===== config.mk =====
export PLATFORM = sky130hd
export DESIGN_NAME = uart_cmd_ctrl_flat
export DESIGN_NICKNAME = d
export VERILOG_FILES = /design/src/rtl/uart_cmd_ctrl_if.sv /design/src/rtl/uart_cmd_ctrl.sv /design/src/flat_wrapper.sv
export SDC_FILE = /design/constraint.sdc
export NUM_CORES = 1
export LEC_CHECK = 0
export CAP_MARGIN = 20
export CORE_MARGIN = 2
export CORE_UTILIZATION = 41
export DETAILED_ROUTE_END_ITERATION = 16
export GPL_TIMING_DRIVEN = 0
export PLACE_DENSITY = 0.85
export SETUP_SLACK_MARGIN = 0.2
export SLEW_MARGIN = 40
export SYNTH_ARGS = -nofsm -noshare
export SYNTH_HDL_FRONTEND = slang
export SYNTH_SLANG_ARGS = --single-unit

===== constraint.sdc =====
create_clock -name clk -period 1.8 [get_ports clk]
set_clock_uncertainty 0.1 [all_clocks]
set_input_delay 0.45 -clock clk [delete_from_list [all_inputs] [get_ports clk]]
set_output_delay 0.45 -clock clk [all_outputs]
set_load 0.01 [all_outputs]

===== src/rtl/uart_cmd_ctrl_if.sv =====
// Byte links between the UART command controller, the UART and the register file.
// master = the controller; slave = the UART/register-file side.
interface uart_cmd_ctrl_if #(
  parameter int unsigned DATA_WIDTH = 8,
  parameter int unsigned ADDR_WIDTH = 4
) ();

  logic [DATA_WIDTH-1:0] rx_dat;
  logic                  rx_vld;
  logic                  tx_busy;
  logic [DATA_WIDTH-1:0] tx_dat;
  logic                  tx_vld;
  logic [ADDR_WIDTH-1:0] rf_addr;
  logic [DATA_WIDTH-1:0] rf_wr_dat;
  logic                  rf_wr_en;
  logic                  rf_rd_en;
  logic [DATA_WIDTH-1:0] rf_rd_dat;
  logic                  rf_rd_vld;
  logic                  cmd_err;

  modport master (
    input  rx_dat, rx_vld, tx_busy, rf_rd_dat, rf_rd_vld,
    output tx_dat, tx_vld, rf_addr, rf_wr_dat, rf_wr_en, rf_rd_en, cmd_err
  );

  modport slave (
    output rx_dat, rx_vld, tx_busy, rf_rd_dat, rf_rd_vld,
    input  tx_dat, tx_vld, rf_addr, rf_wr_dat, rf_wr_en, rf_rd_en, cmd_err
  );

endinterface


===== src/rtl/uart_cmd_ctrl.sv =====
// Decodes UART write (CMD,ADDR,DATA) / read (CMD,ADDR) frames into register-file strobes, 1 cycle
// after the last frame byte; read replies wait in TX_SEND while tx_busy is high (rx bytes then dropped).
module uart_cmd_ctrl #(
  parameter int unsigned           DATA_WIDTH = 8,
  parameter int unsigned           ADDR_WIDTH = 4,
  parameter logic [DATA_WIDTH-1:0] WR_CMD     = 8'hAA,
  parameter logic [DATA_WIDTH-1:0] RD_CMD     = 8'hBB
) (
  input  logic            clk,
  input  logic            rst,
  uart_cmd_ctrl_if.master bus
);

  typedef enum logic [2:0] {
    IDLE,
    WR_ADDR,
    WR_DATA,
    RD_ADDR,
    RD_WAIT,
    TX_SEND
  } state_t;

  state_t state;

  always_ff @(posedge clk) begin
    if (rst) begin
      state         <= IDLE;
      bus.tx_dat    <= '0;
      bus.tx_vld    <= 1'b0;
      bus.rf_addr   <= '0;
      bus.rf_wr_dat <= '0;
      bus.rf_wr_en  <= 1'b0;
      bus.rf_rd_en  <= 1'b0;
      bus.cmd_err   <= 1'b0;
    end else begin
      bus.tx_vld   <= 1'b0;
      bus.rf_wr_en <= 1'b0;
      bus.rf_rd_en <= 1'b0;
      bus.cmd_err  <= 1'b0;

      case (state)
        IDLE: begin
          if (bus.rx_vld) begin
            if (bus.rx_dat == WR_CMD) begin
              state <= WR_ADDR;
            end else if (bus.rx_dat == RD_CMD) begin
              state <= RD_ADDR;
            end else begin
              bus.cmd_err <= 1'b1;
            end
          end
        end

        // Operand states take any byte value, command codes included.
        WR_ADDR: begin
          if (bus.rx_vld) begin
            bus.rf_addr <= bus.rx_dat[ADDR_WIDTH-1:0];
            state       <= WR_DATA;
          end
        end

        WR_DATA: begin
          if (bus.rx_vld) begin
            bus.rf_wr_dat <= bus.rx_dat;
            bus.rf_wr_en  <= 1'b1;
            state         <= IDLE;
          end
        end

        RD_ADDR: begin
          if (bus.rx_vld) begin
            bus.rf_addr  <= bus.rx_dat[ADDR_WIDTH-1:0];
            bus.rf_rd_en <= 1'b1;
            state        <= RD_WAIT;
          end
        end

        // Read data may arrive in the same cycle as the rd strobe.
        RD_WAIT: begin
          if (bus.rx_vld) begin
            bus.cmd_err <= 1'b1;
          end
          if (bus.rf_rd_vld) begin
            bus.tx_dat <= bus.rf_rd_dat;
            state      <= TX_SEND;
          end
        end

        TX_SEND: begin
          if (bus.rx_vld) begin
            bus.cmd_err <= 1'b1;
          end
          if (!bus.tx_busy) begin
            bus.tx_vld <= 1'b1;
            state      <= IDLE;
          end
        end

        default: begin
          state <= IDLE;
        end
      endcase
    end
  end

endmodule


===== src/flat_wrapper.sv =====
// flat-port wrapper written by rule: the top's interface ports become plain ports
module uart_cmd_ctrl_flat 
#(
  parameter int unsigned           DATA_WIDTH = 8,
  parameter int unsigned           ADDR_WIDTH = 4,
  parameter logic [DATA_WIDTH-1:0] WR_CMD     = 8'hAA,
  parameter logic [DATA_WIDTH-1:0] RD_CMD     = 8'hBB
)
  (clk, rst, bus_rx_dat, bus_rx_vld, bus_tx_busy, bus_rf_rd_dat, bus_rf_rd_vld, bus_tx_dat, bus_tx_vld, bus_rf_addr, bus_rf_wr_dat, bus_rf_wr_en, bus_rf_rd_en, bus_cmd_err);
  uart_cmd_ctrl_if #(.DATA_WIDTH(DATA_WIDTH), .ADDR_WIDTH(ADDR_WIDTH)) bus_i ();
  input  logic clk;
  input  logic rst;
  input wire logic [$bits(bus_i.rx_dat)-1:0] bus_rx_dat;
  input wire logic [$bits(bus_i.rx_vld)-1:0] bus_rx_vld;
  input wire logic [$bits(bus_i.tx_busy)-1:0] bus_tx_busy;
  input wire logic [$bits(bus_i.rf_rd_dat)-1:0] bus_rf_rd_dat;
  input wire logic [$bits(bus_i.rf_rd_vld)-1:0] bus_rf_rd_vld;
  output wire logic [$bits(bus_i.tx_dat)-1:0] bus_tx_dat;
  output wire logic [$bits(bus_i.tx_vld)-1:0] bus_tx_vld;
  output wire logic [$bits(bus_i.rf_addr)-1:0] bus_rf_addr;
  output wire logic [$bits(bus_i.rf_wr_dat)-1:0] bus_rf_wr_dat;
  output wire logic [$bits(bus_i.rf_wr_en)-1:0] bus_rf_wr_en;
  output wire logic [$bits(bus_i.rf_rd_en)-1:0] bus_rf_rd_en;
  output wire logic [$bits(bus_i.cmd_err)-1:0] bus_cmd_err;
  assign bus_i.rx_dat = bus_rx_dat;
  assign bus_i.rx_vld = bus_rx_vld;
  assign bus_i.tx_busy = bus_tx_busy;
  assign bus_i.rf_rd_dat = bus_rf_rd_dat;
  assign bus_i.rf_rd_vld = bus_rf_rd_vld;
  assign bus_tx_dat = bus_i.tx_dat;
  assign bus_tx_vld = bus_i.tx_vld;
  assign bus_rf_addr = bus_i.rf_addr;
  assign bus_rf_wr_dat = bus_i.rf_wr_dat;
  assign bus_rf_wr_en = bus_i.rf_wr_en;
  assign bus_rf_rd_en = bus_i.rf_rd_en;
  assign bus_cmd_err = bus_i.cmd_err;
  uart_cmd_ctrl #(.DATA_WIDTH(DATA_WIDTH), .ADDR_WIDTH(ADDR_WIDTH), .WR_CMD(WR_CMD), .RD_CMD(RD_CMD)) u_core (.clk(clk), .rst(rst), .bus(bus_i));
endmodule

After elaboration in Yosys (flattened, before gate mapping)
Cells that the tools add are included.
- register bits: 27
- memory bits (read-only): 0
- bits in latches: 0
- memories: 0
- bits of input ports: 21
- output and inout port bits: 24
- bits in writable memories: 0
- reductions and logical operators: 10
- bitwise operators: 3
- muxes and demuxes: 15
- order comparisons: 0
- shift operators: 0
- equality and inequality tests: 14
- divide/modulo/power cells: 0
- add/subtract/negate cells: 0
- $mul: 0
- operators by type and width (operator ; count):
    3-bit 2-to-1 mux ; 8
    3-bit case mux with 6 select lines ; 1
    8-bit == test (second input constant) ; 2
    2-bit inequality test (second input constant) ; 6
    2-bit OR reduction ; 5
    7-bit AND reduction ; 1
    3-bit by 2-bit == test with 1-bit output (second input constant) ; 2
    3-bit == test (second input constant) ; 2
    2-bit AND reduction ; 3
    1-bit 2-to-1 mux ; 5
    3-bit by 1-bit == test with 1-bit output (second input constant) ; 1
    3-bit zero test ; 1
    3-bit by 1-bit inequality test with 1-bit output (second input constant) ; 1
    1-bit inverter ; 3
    1-bit case mux with 2 select lines ; 1

Depth between registers and ports, before layout
- depth after elaboration: 5
- depth in mapped cells: 5
- mapped depth without buffers: 3

Worst setup path after synthesis
OpenSTA, ideal clock, no wires.
- path kind: input-to-reg
- start point: input port rst
- end point: register u_core.state[0]
- setup time: 92 ps
- arrival: 1194 ps
- required time: 1608 ps
- path slack: 414 ps
- path buffers: 1
- stages on the path: 4
- path through: buf_6 -> or2_0 -> a2111o_1 -> o32ai_1
- RTL lines (what ; RTL line ; RTL):
    start: declaration ; flat_wrapper.sv:12 ; input logic rst;
    end signal: assignment ; uart_cmd_ctrl.sv:27 ; state <= IDLE;
    end signal: assignment ; uart_cmd_ctrl.sv:45 ; state <= WR_ADDR;
    end signal: assignment ; uart_cmd_ctrl.sv:47 ; state <= RD_ADDR;
    end: declaration ; uart_cmd_ctrl.sv:23 ; state_t state;

Worst setup path in the final report
- start point: input port bus_rx_vld
- end point: register u_core.state[0]
- cells in the longest elaborated chain, start to end: 2
- elaborated cells on any way between the ends: 5
- ends and longest elaborated chain (what ; RTL line ; RTL):
    start: declaration ; flat_wrapper.sv:14 ; input wire logic [$bits(bus_i.rx_vld)-1:0] bus_rx_vld;
    2-bit inequality test (no source line) ; - ;
    7-bit AND reduction (no source line) * ; - ;
Mark *: on every way between the ends. The rest lies on a longest branch, timed or not.
A chain may end at the register's enable or synchronous reset.

==> results.py <==
metrics = {
    "sta": {
        "rsz0062_at_grt": "yes",
        "max_freq_mhz": 639.0,
        "setup_viol": 0,
        "maxSlewHeadroom_pct": 71.61,
        "slew_viol_final": 0,
        "tightestPinTransition_ns": 0.4259,
        "hold_viol_final": 0,
        "period_minus_slack_ns": 1.565,
        "fin_crit_sh_pct": 86.94,
    },
    "place": {
        "post-dp-hpwl_mm": 2.078,
        "dp.cells": 187,
        "io_buffers": 43,
        "dpl_cell_area_mm2": 0.001544,
        "gp_congestion": 0.8267,
    },
    "flow_run": {
        "max-cap-violations": 0,
    },
    "setup_path": {
        "r2r.worst_path.cells": 4,
        "crit_path_end": "u_core.state[0]",
        "critical_path.startpoint": "bus_rx_vld",
        "cp-start-kind": "input port",
        "crit_fanout": 7,
        "cp_data_arrival_time_ns": 1.70,
        "r2r_slack_ns": 0.41,
        "r2r_start": "u_core.state[2]",
        "path_class": "in -> reg",
        "rr_endpoint": "u_core.state[0]",
        "end_kind": "flop",
        "cp_data_required_time_ns": 1.93,
    },
    "finish": {
        "n_antenna_cell": 0,
        "fin_nets": 184,
        "postLayoutCellArea_mm2": 0.001549,
        "area_growth_pct": 43.95,
        "fin_cells": 192,
        "drive_gt1_share_pct": 9.877,
    },
    "run_status": {
        "status": "complete, no violations",
    },
    "cts": {
        "worstSkewPairLatency_ns": 0.34,
        "holdBufCountCts": 0,
        "tritoncts": "built",
        "cts_buffers": 3,
        "clk_pin_slew_ns": 0.16,
        "cts_sinks": 27,
        "cts_root_buffer": "clkbuf_4",
        "htreeDepth": 1,
        "cts_buffer_depth": 2,
    },
    "synth": {
        "synth_area_leaders": "dfxtp_1, mux2i_1, nor2_1",
        "synth_top_area_share_pct": 50.23,
        "yosys-top-cells-count": "dfxtp_1, nor2_1, nand2_1, mux2i_1, a21oi_1",
        "syn_area_per_cell_um2": 9.439,
        "async_flop_share_pct": 0,
        "ys_types": 25,
        "synthCells": 114,
        "syn-num-nets": 135,
        "synth_top_area_cell": "dfxtp_1",
        "post-synth-top-count-cell": "dfxtp_1",
        "yosys_most_used_dff": "dfxtp_1",
        "ys_seq_area_share_pct": 50.23,
        "syn-cell-area_mm2": 0.001076,
        "synth-seq-cells": 27,
        "synth_edf_count": 0,
        "yosysWarningCount": 0,
    },
    "routing": {
        "num_vias": 963,
        "wire_per_inst_um": 13.61,
        "firstDrtPassIters": 4,
        "drc": 0,
        "detail-route-antenna-nets": 0,
        "viasPerCell": 5.016,
        "wl_mm": 2.614,
        "initialDrtViolationCount": 19,
    },
    "die": {
        "dieArea_mm2": 0.003050,
        "fp.dieH_um": 55.23,
        "core_mm2": 0.002477,
        "io_pins": 45,
        "fp.dieW_um": 55.23,
        "start_util_pct": 43.43,
        "rows": 18,
    },
    "global_routing": {
        "grt_pass1_wl_mm": 4.609,
        "grt_start_max_net_pins": 18,
        "grt-ovfl-total": 0,
        "antenna_found_initial": 0,
        "grtUsageTotal_pct": 18.97,
        "first_global_vias": 984,
    },
    "worst_hold_path": {
        "min_path_cells": 2,
        "hold_path.class": "in -> reg",
    },
    "power": {
        "p_leak_uw": 0.0006821,
        "ir_drop_uv": 604.1,
        "p_total_uw": 963.3,
        "pwr_density_cell_mw_per_mm2": 621.9,
    },
}
==> worst max-delay path: stages <==
cell,delay (ns)
clkdlybuf4s50_1,0.61
nor2_1,0.09
a2111o_1,0.39
o32ai_1,0.16
==> where the power goes <==
group | internal [uW] | switching [uW] | total (uW)
Sequential | 600 | 0.530 | 600
Combinational | 49.3 | 30.8 | 80.1
Clock | 90.8 | 192 | 283
==> final cells by class <==
class	instances	area [um^2]
buffer	8	56.30
clock buffer	3	22.52
clock inverter	1	8.758
fill	228	928.4
inverter	3	11.26
multi-input combinational	76	469.2
sequential	27	541.8
tap	30	37.54
timing repair buffer	44	401.6
==> per-layer routing <==
metal	part of all wire (%)	vias to the layer above	global-route usage, %	routed length [um]
li1	-	483	-	-
met3	8.3	6	6.323	217
met4	1.7	0	9.408	44
met1	40	435	22.01	1040
met5	0	-	0	0
met2	50	39	31.12	1311
==> worst min-delay path by stage <==
stage               slack [ns]                 endpoint               startpoint
floorplan                 0.38  u_core.bus.rf_wr_dat[0]  u_core.bus.rf_wr_dat[0]
CTS                       0.17  u_core.bus.rf_wr_dat[7]                      rst
global route              0.17  u_core.bus.rf_wr_dat[7]                      rst
detailed placement        0.35  u_core.bus.rf_wr_dat[4]  u_core.bus.rf_wr_dat[4]
global placement          0.34  u_core.bus.rf_wr_dat[0]  u_core.bus.rf_wr_dat[0]
finish                    0.19  u_core.bus.rf_wr_dat[7]                      rst
==> cells by family (layout without fill, tap and decap cells) <==
group	Yosys count	after routing	share of synthesized area, %
and+or+nand+nor	46	46	20.93
buffers and inverters	11	59	6.162
DFF	27	27	50.23
muxes	12	12	11.16
xor gates and xnor gates	1	1	0.8141
AOI/OAI and AO/OA	17	17	10.70
==> layout by cell type, fill, tap and decap left out, drive strengths merged, types with 2 or more instances in the layout <==
cell / synthesis / final
a21oi: 8 / 8
a31oi: 3 / 3
and4bb: 2 / 2
buf: 5 / 6
clkbuf: 3 / 8
clkdlybuf4s50: 0 / 19
dfxtp: 27 / 27
dlygate4sd2: 0 / 21
inv: 3 / 4
mux2i: 12 / 12
nand2: 16 / 16
nand2b: 3 / 3
nor2: 17 / 17
nor2b: 2 / 2
o32ai: 2 / 2
==> through the flow <==
step	hold WS, ns	setup TNS, ns	util, %	setup slack [ns]
detailed placement	0.3535	-1.126	62.32	-0.1552
global route	0.1680	0	62.53	0.1933
global placement	0.3411	-0.5034	62.32	-0.05294
floorplan	0.3767	0	-	0.4138
finish	0.1873	0	62.53	0.2351
CTS	0.1725	0	62.42	0.2145
==> timing repair <==
item                                    in CTS  in global routing
pin swaps                                    0                  1
setup buffers                                0                  1
resized for setup                           25                  7
endpoints found under the setup margin      24                 11
==> flip-flops by register name, indices dropped and copies added, names as in the netlist <==
name                  flops
u_core.bus.rf_wr_en       1
u_core.bus.cmd_err        1
u_core.bus.rf_wr_dat      8
u_core.bus.rf_addr        4
u_core.bus.tx_vld         1
u_core.bus.tx_dat         8
u_core.bus.rf_rd_en       1
u_core.state              3
(Power assumes the default switching activity.)
